File: config.mk
export PLATFORM = sky130hd
export DESIGN_NAME = pe_ctrl_seq
export DESIGN_NICKNAME = d
export VERILOG_FILES = /design/src/rtl/pe_pkg.sv /design/src/rtl/wb_delay_line.sv /design/src/rtl/pe_ctrl_seq.sv
export SDC_FILE = /design/constraint.sdc
export NUM_CORES = 1
export LEC_CHECK = 0
export BUFFER_PORTS_ARGS = -buffer_cell sky130_fd_sc_hd__buf_2
export CORE_AREA = 2 2 94 96
export CTS_CLUSTER_SIZE = 20
export DETAILED_ROUTE_END_ITERATION = 7
export DIE_AREA = 0 0 96 98
export PLACE_DENSITY = 0.76
export SKIP_LAST_GASP = 1
export SLEW_MARGIN = 20
export SYNTH_ARGS = -nofsm -noshare
export SYNTH_HDL_FRONTEND = slang
export SYNTH_SLANG_ARGS = --single-unit
File: constraint.sdc
create_clock -name clk -period 2.36 [get_ports clk]
set_input_delay 0.708 -clock clk [delete_from_list [all_inputs] [get_ports clk]]
set_output_delay 0.708 -clock clk [all_outputs]
set_load 0.01 [all_outputs]
File: src/rtl/pe_pkg.sv
// Shared definitions for the PE control sequencer: opcodes, DSP mode encodings,
// instruction field positions and the per-lane decode helper.
package pe_pkg;

   localparam int ALUMODE_W = 4;
   localparam int INMODE_W  = 5;
   localparam int OPMODE_W  = 7;

   localparam int OPC_LSB  = 29;
   localparam int OPC_W    = 3;
   localparam int RPT_LSB  = 21;
   localparam int MASK_LSB = 32;

   typedef enum logic [2:0] {
      OP_NOP    = 3'b000,
      OP_ADD    = 3'b001,
      OP_SUB    = 3'b010,
      OP_RSV    = 3'b011,
      OP_MUL    = 3'b100,
      OP_MULADD = 3'b101,
      OP_MULSUB = 3'b110,
      OP_MAX    = 3'b111
   } opcode_e;

   localparam logic [ALUMODE_W-1:0] ALU_ADD = 4'b0000;
   localparam logic [ALUMODE_W-1:0] ALU_SUB = 4'b0011;
   localparam logic [ALUMODE_W-1:0] ALU_MAX = 4'b1100;

   localparam logic [INMODE_W-1:0] INM_AB  = 5'b00000;
   localparam logic [INMODE_W-1:0] INM_MUL = 5'b10001;

   localparam logic [OPMODE_W-1:0] OPM_ADD = 7'b0110011;
   localparam logic [OPMODE_W-1:0] OPM_MUL = 7'b0000101;
   localparam logic [OPMODE_W-1:0] OPM_MAC = 7'b0110101;

   typedef struct packed {
      logic [ALUMODE_W-1:0] alumode;
      logic [INMODE_W-1:0]  inmode;
      logic [OPMODE_W-1:0]  opmode;
      logic                 cea2;
      logic                 ceb2;
      logic                 usemult;
   } lane_ctrl_t;

   localparam lane_ctrl_t LANE_LOAD = '0;

   function automatic logic isNop(input opcode_e opc);
      return (opc == OP_NOP) || (opc == OP_RSV);
   endfunction

   // Odd lanes accumulate the neighbouring product in the fused MAC opcodes.
   function automatic lane_ctrl_t decodeLane(input opcode_e opc, input logic oddLane);
      lane_ctrl_t c;
      c = LANE_LOAD;
      case (opc)
         OP_ADD, OP_SUB: begin
            c.alumode = (opc == OP_SUB) ? ALU_SUB : ALU_ADD;
            c.inmode  = INM_AB;
            c.opmode  = OPM_ADD;
            c.cea2    = 1'b1;
            c.ceb2    = 1'b1;
         end
         OP_MUL: begin
            c.inmode  = INM_MUL;
            c.opmode  = OPM_MUL;
            c.usemult = 1'b1;
         end
         OP_MULADD, OP_MULSUB: begin
            c.alumode = (opc == OP_MULSUB && oddLane) ? ALU_SUB : ALU_ADD;
            c.inmode  = INM_MUL;
            c.opmode  = oddLane ? OPM_MAC : OPM_MUL;
            c.usemult = 1'b1;
         end
         OP_MAX: begin
            c.alumode = ALU_MAX;
            c.inmode  = INM_AB;
            c.opmode  = OPM_ADD;
            c.usemult = 1'b1;
         end
         default: c = LANE_LOAD;
      endcase
      return c;
   endfunction

endpackage

File: src/rtl/wb_delay_line.sv
// Fixed-latency 1-bit shift register that times the writeback valid strobe.
module wb_delay_line #(
   parameter int DEPTH = 6
) (
   input  logic clk,
   input  logic rst,
   input  logic pulse_i,
   output logic pulse_o
);

   logic [DEPTH-1:0] shift_q;

   always_ff @(posedge clk) begin
      if (rst) begin
         shift_q <= '0;
      end else begin
         shift_q <= {shift_q[DEPTH-2:0], pulse_i};
      end
   end

   assign pulse_o = shift_q[DEPTH-1];

endmodule

File: src/rtl/pe_ctrl_seq.sv
// Instruction sequencer that drives per-lane DSP control words for R+1 cycles
// per instruction and times the result writeback onto dout.
module pe_ctrl_seq
   import pe_pkg::*;
#(
   parameter int NUM_LANES  = 4,
   parameter int DATA_WIDTH = 16,
   parameter int INST_WIDTH = 64,
   parameter int WB_DELAY   = 6,
   parameter int RPT_WIDTH  = 8
) (
   input  logic                            clk,
   input  logic                            rst,
   input  logic                            inst_v,
   output logic                            inst_rdy,
   input  logic [INST_WIDTH-1:0]           inst,
   input  logic                            din_ld_v,
   input  logic [2*DATA_WIDTH-1:0]         din_ld,
   input  logic [2*DATA_WIDTH-1:0]         din_wb,
   output logic                            dout_v,
   output logic [2*DATA_WIDTH-1:0]         dout,
   output logic [ALUMODE_W*NUM_LANES-1:0]  alumode,
   output logic [INMODE_W*NUM_LANES-1:0]   inmode,
   output logic [OPMODE_W*NUM_LANES-1:0]   opmode,
   output logic [NUM_LANES-1:0]            cea2,
   output logic [NUM_LANES-1:0]            ceb2,
   output logic [NUM_LANES-1:0]            usemult,
   output logic                            busy,
   output logic                            ld_drop
);

   typedef enum logic {IDLE, EXEC} state_e;

   state_e                   state_q, state_d;
   logic [RPT_WIDTH-1:0]     repCnt_q, repCnt_d;
   opcode_e                  opcode_q, opcode_d;
   logic [NUM_LANES-1:0]     laneMask_q, laneMask_d;
   logic [2*DATA_WIDTH-1:0]  dout_q;
   logic                     ldDrop_q;
   logic                     accept;
   logic                     wordActive;
   lane_ctrl_t               laneCtrl;
   logic                     unusedInst;

   assign unusedInst = ^{inst[INST_WIDTH-1:MASK_LSB+NUM_LANES], inst[RPT_LSB-1:0]};

   always_ff @(posedge clk) begin
      if (rst) begin
         state_q    <= IDLE;
         repCnt_q   <= '0;
         opcode_q   <= OP_NOP;
         laneMask_q <= '0;
      end else begin
         state_q    <= state_d;
         repCnt_q   <= repCnt_d;
         opcode_q   <= opcode_d;
         laneMask_q <= laneMask_d;
      end
   end

   // Readiness in the final repetition lets the next instruction follow with no bubble.
   always_comb begin
      state_d    = state_q;
      repCnt_d   = repCnt_q;
      opcode_d   = opcode_q;
      laneMask_d = laneMask_q;
      inst_rdy   = (state_q == IDLE) || (repCnt_q == '0);
      accept     = inst_v && inst_rdy;
      if (accept) begin
         state_d    = EXEC;
         repCnt_d   = inst[RPT_LSB +: RPT_WIDTH];
         opcode_d   = opcode_e'(inst[OPC_LSB +: OPC_W]);
         laneMask_d = inst[MASK_LSB +: NUM_LANES];
      end else if (state_q == EXEC) begin
         if (repCnt_q == '0) begin
            state_d = IDLE;
         end else begin
            repCnt_d = repCnt_q - 1'b1;
         end
      end
   end

   always_comb begin
      alumode  = '0;
      inmode   = '0;
      opmode   = '0;
      cea2     = '0;
      ceb2     = '0;
      usemult  = '0;
      laneCtrl = LANE_LOAD;
      for (int i = 0; i < NUM_LANES; i++) begin
         laneCtrl = LANE_LOAD;
         if (state_q == EXEC && laneMask_q[i]) begin
            laneCtrl = decodeLane(opcode_q, (i % 2) == 1);
         end
         alumode[i*ALUMODE_W +: ALUMODE_W] = laneCtrl.alumode;
         inmode[i*INMODE_W +: INMODE_W]    = laneCtrl.inmode;
         opmode[i*OPMODE_W +: OPMODE_W]    = laneCtrl.opmode;
         cea2[i]                           = laneCtrl.cea2;
         ceb2[i]                           = laneCtrl.ceb2;
         usemult[i]                        = laneCtrl.usemult;
      end
   end

   assign busy       = (state_q == EXEC);
   assign wordActive = busy && !isNop(opcode_q) && (|laneMask_q);

   wb_delay_line #(.DEPTH(WB_DELAY)) uDelay (
      .clk     (clk),
      .rst     (rst),
      .pulse_i (wordActive),
      .pulse_o (dout_v)
   );

   // Writeback wins over a concurrent load; the load is discarded and flagged.
   always_ff @(posedge clk) begin
      if (rst) begin
         dout_q   <= '0;
         ldDrop_q <= 1'b0;
      end else begin
         if (dout_v) begin
            dout_q <= din_wb;
         end else if (din_ld_v) begin
            dout_q <= din_ld;
         end
         ldDrop_q <= dout_v && din_ld_v;
      end
   end

   assign dout    = dout_q;
   assign ld_drop = ldDrop_q;

endmodule

# Yosys cells after proc, flatten, opt, wreduce, memory -nomap -nowiden
# Index checks and enable logic that the tools add are counted.
# W data, S select, Z words.
[classes] addsub=1 eq_ne=8 muxes=20 n_bitwise=1 n_reduce_logical=22
[ops] operator="$mux W19" count=4
[ops] operator="$mux W32" count=2
[ops] operator="$pmux W12 S3" count=1
[ops] operator="$mux W8" count=3
[ops] operator="$pmux W12 S2" count=1
[ops] operator="$eq A3 B3 Y1 const B" count=4
[ops] operator="$pmux W4 S3" count=1
[ops] operator="$logic_and A1 B1 Y1" count=8
[ops] operator="$logic_not A8 Y1" count=1
[ops] operator="$pmux W4 S2" count=1
[ops] operator="$reduce_or A4 Y1" count=2
[ops] operator="$sub A8 B1 Y8 const B" count=1
[ops] operator="$eq A3 B2 Y1 const B" count=2
[ops] operator="$mux W2" count=3
[ops] operator="$reduce_or A3 Y1" count=2
[ops] operator="$mux W1" count=4
[ops] operator="$reduce_bool A2 Y1" count=2
[ops] operator="$reduce_or A2 Y1" count=2
[ops] operator="$eq A3 B1 Y1 const B" count=1
[ops] operator="$logic_not A3 Y1" count=1
[ops] operator="$logic_or A1 B1 Y1" count=2
[ops] operator="$ne A2 B2 Y1 const B" count=1
[ops] operator="$reduce_and A2 Y1" count=1
[ops] operator="$logic_not A1 Y1" count=1
[ops] operator="$not A1 Y1" count=1
[totals] regBits=55 inputBits=132 out_inout_bits=112

# Depth between registers and ports, before layout
[logic_depth] ltp_word=5 depth_mapped=7 ltp_nobuf=6

# Modules after synthesis
# Synthesis repeated with hierarchy kept, for this count alone.
[hier_totals] cells_unflattened=381 hier_area_um2=3072.9
[by_module_without_submodules] module="pe_ctrl_seq" instances=1 cells_per_inst=369 area_each_um2=2915.3 seq_area_each_um2=980.9
[by_module_without_submodules] module="wb_delay_line" instances=1 cells_per_inst=12 area_each_um2=157.7 seq_area_each_um2=120.1

# Worst setup path after synthesis
# Ideal clock, no wire load.
[synth_path] path_type="reg-to-output" from="register state_q (netlist: busy)" to="output alumode[1]" arrival_time_ns=1.541 setup_slack_ns=0.111 path_stages_with_launch=6 cell_sequence="dfxtp_1 > clkbuf_1 > nand2_1 > or2_2 > nor3_1 > buf_4"
[synth_via] elab_chain_len=2
[synth_rtl] item="from (decl)" line="pe_ctrl_seq.sv:34" source="state_e state_q, state_d;"
[synth_rtl] item="from (signal assigned)" line="pe_ctrl_seq.sv:54" source="state_q <= state_d;"
[synth_rtl] item="$logic_and A1 B1 Y1" line="pe_ctrl_seq.sv:93" source="if (state_q == EXEC && laneMask_q[i]) begin"
[synth_rtl] item="$mux W19" line="pe_ctrl_seq.sv:93"
[synth_rtl] item="to (decl)" line="pe_ctrl_seq.sv:22" source="output logic [ALUMODE_W*NUM_LANES-1:0] alumode,"
# Every way passes these cells.

# Worst setup path in the final report
[layout_path] from="register opcode_q[0]" to="output opmode[5]"
[layout_via] elab_chain_len=4 word_cells_on_any_way=10
[layout_rtl] item="from (decl)" line="pe_ctrl_seq.sv:36" source="opcode_e opcode_q, opcode_d;"
[layout_rtl] item="from (signal assigned)" line="pe_ctrl_seq.sv:56" source="opcode_q <= opcode_d;"
[layout_rtl] item="$eq A3 B2 Y1 (tied with other cells)" line="pe_pkg.sv:55" source="case (opc)"
[layout_rtl] item="$reduce_or A3 Y1 (no source line)"
[layout_rtl] item="$pmux W12 S2 *" line="pe_pkg.sv:55"
[layout_rtl] item="$mux W19 *" line="pe_ctrl_seq.sv:93"
[layout_rtl] item="to (decl)" line="pe_ctrl_seq.sv:24" source="output logic [OPMODE_W*NUM_LANES-1:0] opmode,"
# Mark *: on every way between the ends. The rest lies on a longest branch, timed or not.

==> metrics.md <==
| Metric | Value |
|---|---|
| # diodes | `0` |
| DIE AREA | `~9400 um2` |
| Drt pass-1 iters | `4` |
| Peak VDD IR | `0.283 mV` |
| Syn. warnings | `0` |
| Routed WL per cell | `about 12 um` |
| Largest net degree at the start of global routing | `45` |
| Final hold vios | `0` |
| Worst Tran Pin Value | `around 930 ps` |
| Clock root cell | `clkbuf_8` |
| Critical path peak fanout | `8` |
| CTS HTree Levels | `2` |
| LEAKAGE | `~2.2 nW` |
| Synth area leaders | `dfxtp_1 (36%), mux2i_1 (13%), buf_4 (11%)` |
| Crit path launch type | `register` |
| Fraction of registers with async set/reset | `0%` |
| Clk sinks | `55` |
| Worst Clk Skew | `between 9 and 10 ps` |
| First-pass GRT wire length | `~11000 um` |
| Remaining global-route overflow | `0` |
| Detailed placement HPWL | `~5700 um` |
| Status | `completed` |
| Max Cap Viol | `0` |
| I/O Buffers | `between 150 and 200` |
| RSZ-0062 raised after global routing | `yes` |
| GPL Wtd Cong | `0.793` |
| Pwr dens | `roughly 560 nW/um2` |
| Cell Area, Placed | `~3800 um2` |
| Crit-path cells | `xnor2_1 -> and2_1 -> nor3b_2 -> and2_1 -> buf_2` |
| Crit path kind | `reg2out` |
| Vias in the first global route | `2578` |
| Crit. End Element | `output port` |
| Critical path's slowest cell | `dfxtp_4` |
| Flip-flop and latch count after synthesis | `between 50 and 60` |
| Worst path max stage delay | `roughly 400 ps` |
| Clk slew on worst S/H paths | `around 100 ps` |
| WL final | `7380 um` |
| Number of CTS-inserted buffers | `5` |
| Initial drt markers | `56` |
| CTS tree | `done` |
| Leading area contributor after synthesis | `dfxtp_1` |
| Layout cells sized above 1 | `between 30% and 40%` |
| Fin crit period | `around 2300 ps` |
| Max Freq | `0.438 GHz` |
| Period utilization | `between 90% and 100%` |
| Total power | `~0.0022 W` |
| Post-synth EDFFs | `0` |
| Required time of the critical path | `1650 ps` |
| Die W | `between 90 and 100 um` |
| Vias/cell | `~4.6` |
| Relative slew slack | `a little under two fifths` |
| Vias | `a little under 3000` |
| GR Util All Layers | `between 10% and 20%` |
| Remaining routing DRC violations | `0` |
| Syn avg cell area | `~8 um2` |
| Post-synthesis sequential area ratio | `between 30% and 40%` |
| Mapped Area | `3070 um2` |
| Most numerous cell on the critical path | `and2_1` |
| Post-route ant nets | `0` |
| Area delta synth->final | `27.9%` |
| Longest Clk Path Bufs | `2` |
| Synth cell types | `44` |
| Die Y | `98 um` |
| Dominant synthesized flop cell | `dfxtp_1` |
| Final nets | `around 650` |
| Core Box Area | `roughly 8500 um2` |
| Final instance area | `a little under 4000 um2` |
| Top cell type's share of synthesized area | `between 30 and 40%` |
| Initial Util | `36.3%` |
| Pins Over Slew Limit | `0` |
| Min-delay worst type | `reg2reg` |
| Initial antenna violation count | `0` |
| Final setup fails | `0` |
| Post-Syn Instances | `approximately 380` |
| Skew-Pair Late Insertion Delay | `~300 ps` |
| I/O pin total | `244` |
| Arr. time, crit path | `~1600 ps` |
| Placement Rows | `34` |
## cells by family (layout without fill, tap and decap cells)
group / Yosys count / in the layout / synth area share (%)
AND/OR/NAND/NOR: 147 / 147 / 23.2
adder cells (fa/ha/maj): 2 / 2 / 0.814
buffers and inverters: 80 / 198 / 15.6
flip-flops: 55 / 55 / 35.8
AO/OA/AOI/OAI: 55 / 55 / 10.5
XOR/XNOR: 2 / 2 / 0.570
multiplexers: 41 / 41 / 13.3
other: 1 / 20 / 0.122
## Yosys cell counts, drive strengths merged (3+ instances only)
cell type	instances
nor3	7
a21boi	3
mux2i	41
inv	9
clkbuf	18
or2	3
a21oi	38
dfxtp	55
nor2b	6
nand2	8
nor2	87
nor3b	4
nand2b	3
and2	15
buf	53
a211oi	5
## layer usage
layer  share of wire (%)  GRT usage [%]  vias to the layer above
met3                  10           4.09                       12
met2                  48           27.8                      150
li1                    -              -                     1469
met5                   0              0                        -
met1                  39           14.7                     1267
met4                 2.2           4.84                        0
## metrics by stage
stage          TNS (ps)  setup slack, ps  hold slack [ps]  util, %  std cells
2_1_floorplan         0              111              414        -        402
3_3_place_gp          0              181              415     44.6        619
3_5_place_dp          0              120              425     44.6        619
4_1_cts               0             26.6              441     46.2        627
5_1_grt            -108            -63.7              452     46.4        628
6_report              0             74.3              446     46.4        628
## final timing paths
check	slack [ps]	cells after the start	endpoint	start
setup reg to reg	230	7	laneMask_q[3]	repCnt_q[0]
setup / recovery	70	5	opmode[5]	opcode_q[0]
hold / removal	450	1	uDelay.shift_q[5]	uDelay.shift_q[4]
hold reg to reg	450	1	uDelay.shift_q[5]	uDelay.shift_q[4]
## flip-flops by register name (all words and copies together), names as in the netlist
name / flops
dout: 32
laneMask_q: 4
repCnt_q: 8
busy: 1
uDelay.shift_q: 6
ld_drop: 1
opcode_q: 3
## cells in the final DEF (no fill, tap or decap), drive strengths merged, types with 4 or more instances in the layout
cell type	n
a211oi	5
a21oi	38
and2	15
buf	181
clkbuf	6
conb	20
dfxtp	55
inv	9
mux2i	41
nand2	8
nor2	87
nor2b	6
nor3	7
nor3b	4
## worst max-delay path, delay by kind of cell (launching register included)
family,cells,cell delay [ps]
and+or+nand+nor,3,570
DFF,1,390
xor gates and xnor gates,1,170
buffers and inverters,1,150
## where the power goes
group	internal, W	total, W	switching, W
clock	0.000344	0.000647	0.000303
sequential	0.000994	0.00106	0.0000682
combinational	0.000248	0.000511	0.000263
## what timing repair did
item / 4_1_cts / 5_1_grt
buffers inserted: 0 / 1
resized for setup: 4 / 5
hold buffers: 0 / 0
endpoints found under the setup margin: 21 / 25
hold endpoints to repair: 0 / 0
## area by class of cell
cell class,instances,area (um2)
fill,837,4530
multi-input combinational,267,1590
sequential,55,1110
timing repair buffer,181,948
tap,108,135
clock buffer,6,82.6
clock inverter,2,35.0
inverter,9,33.8
Note: power is estimated with default switching activity, not from simulation.
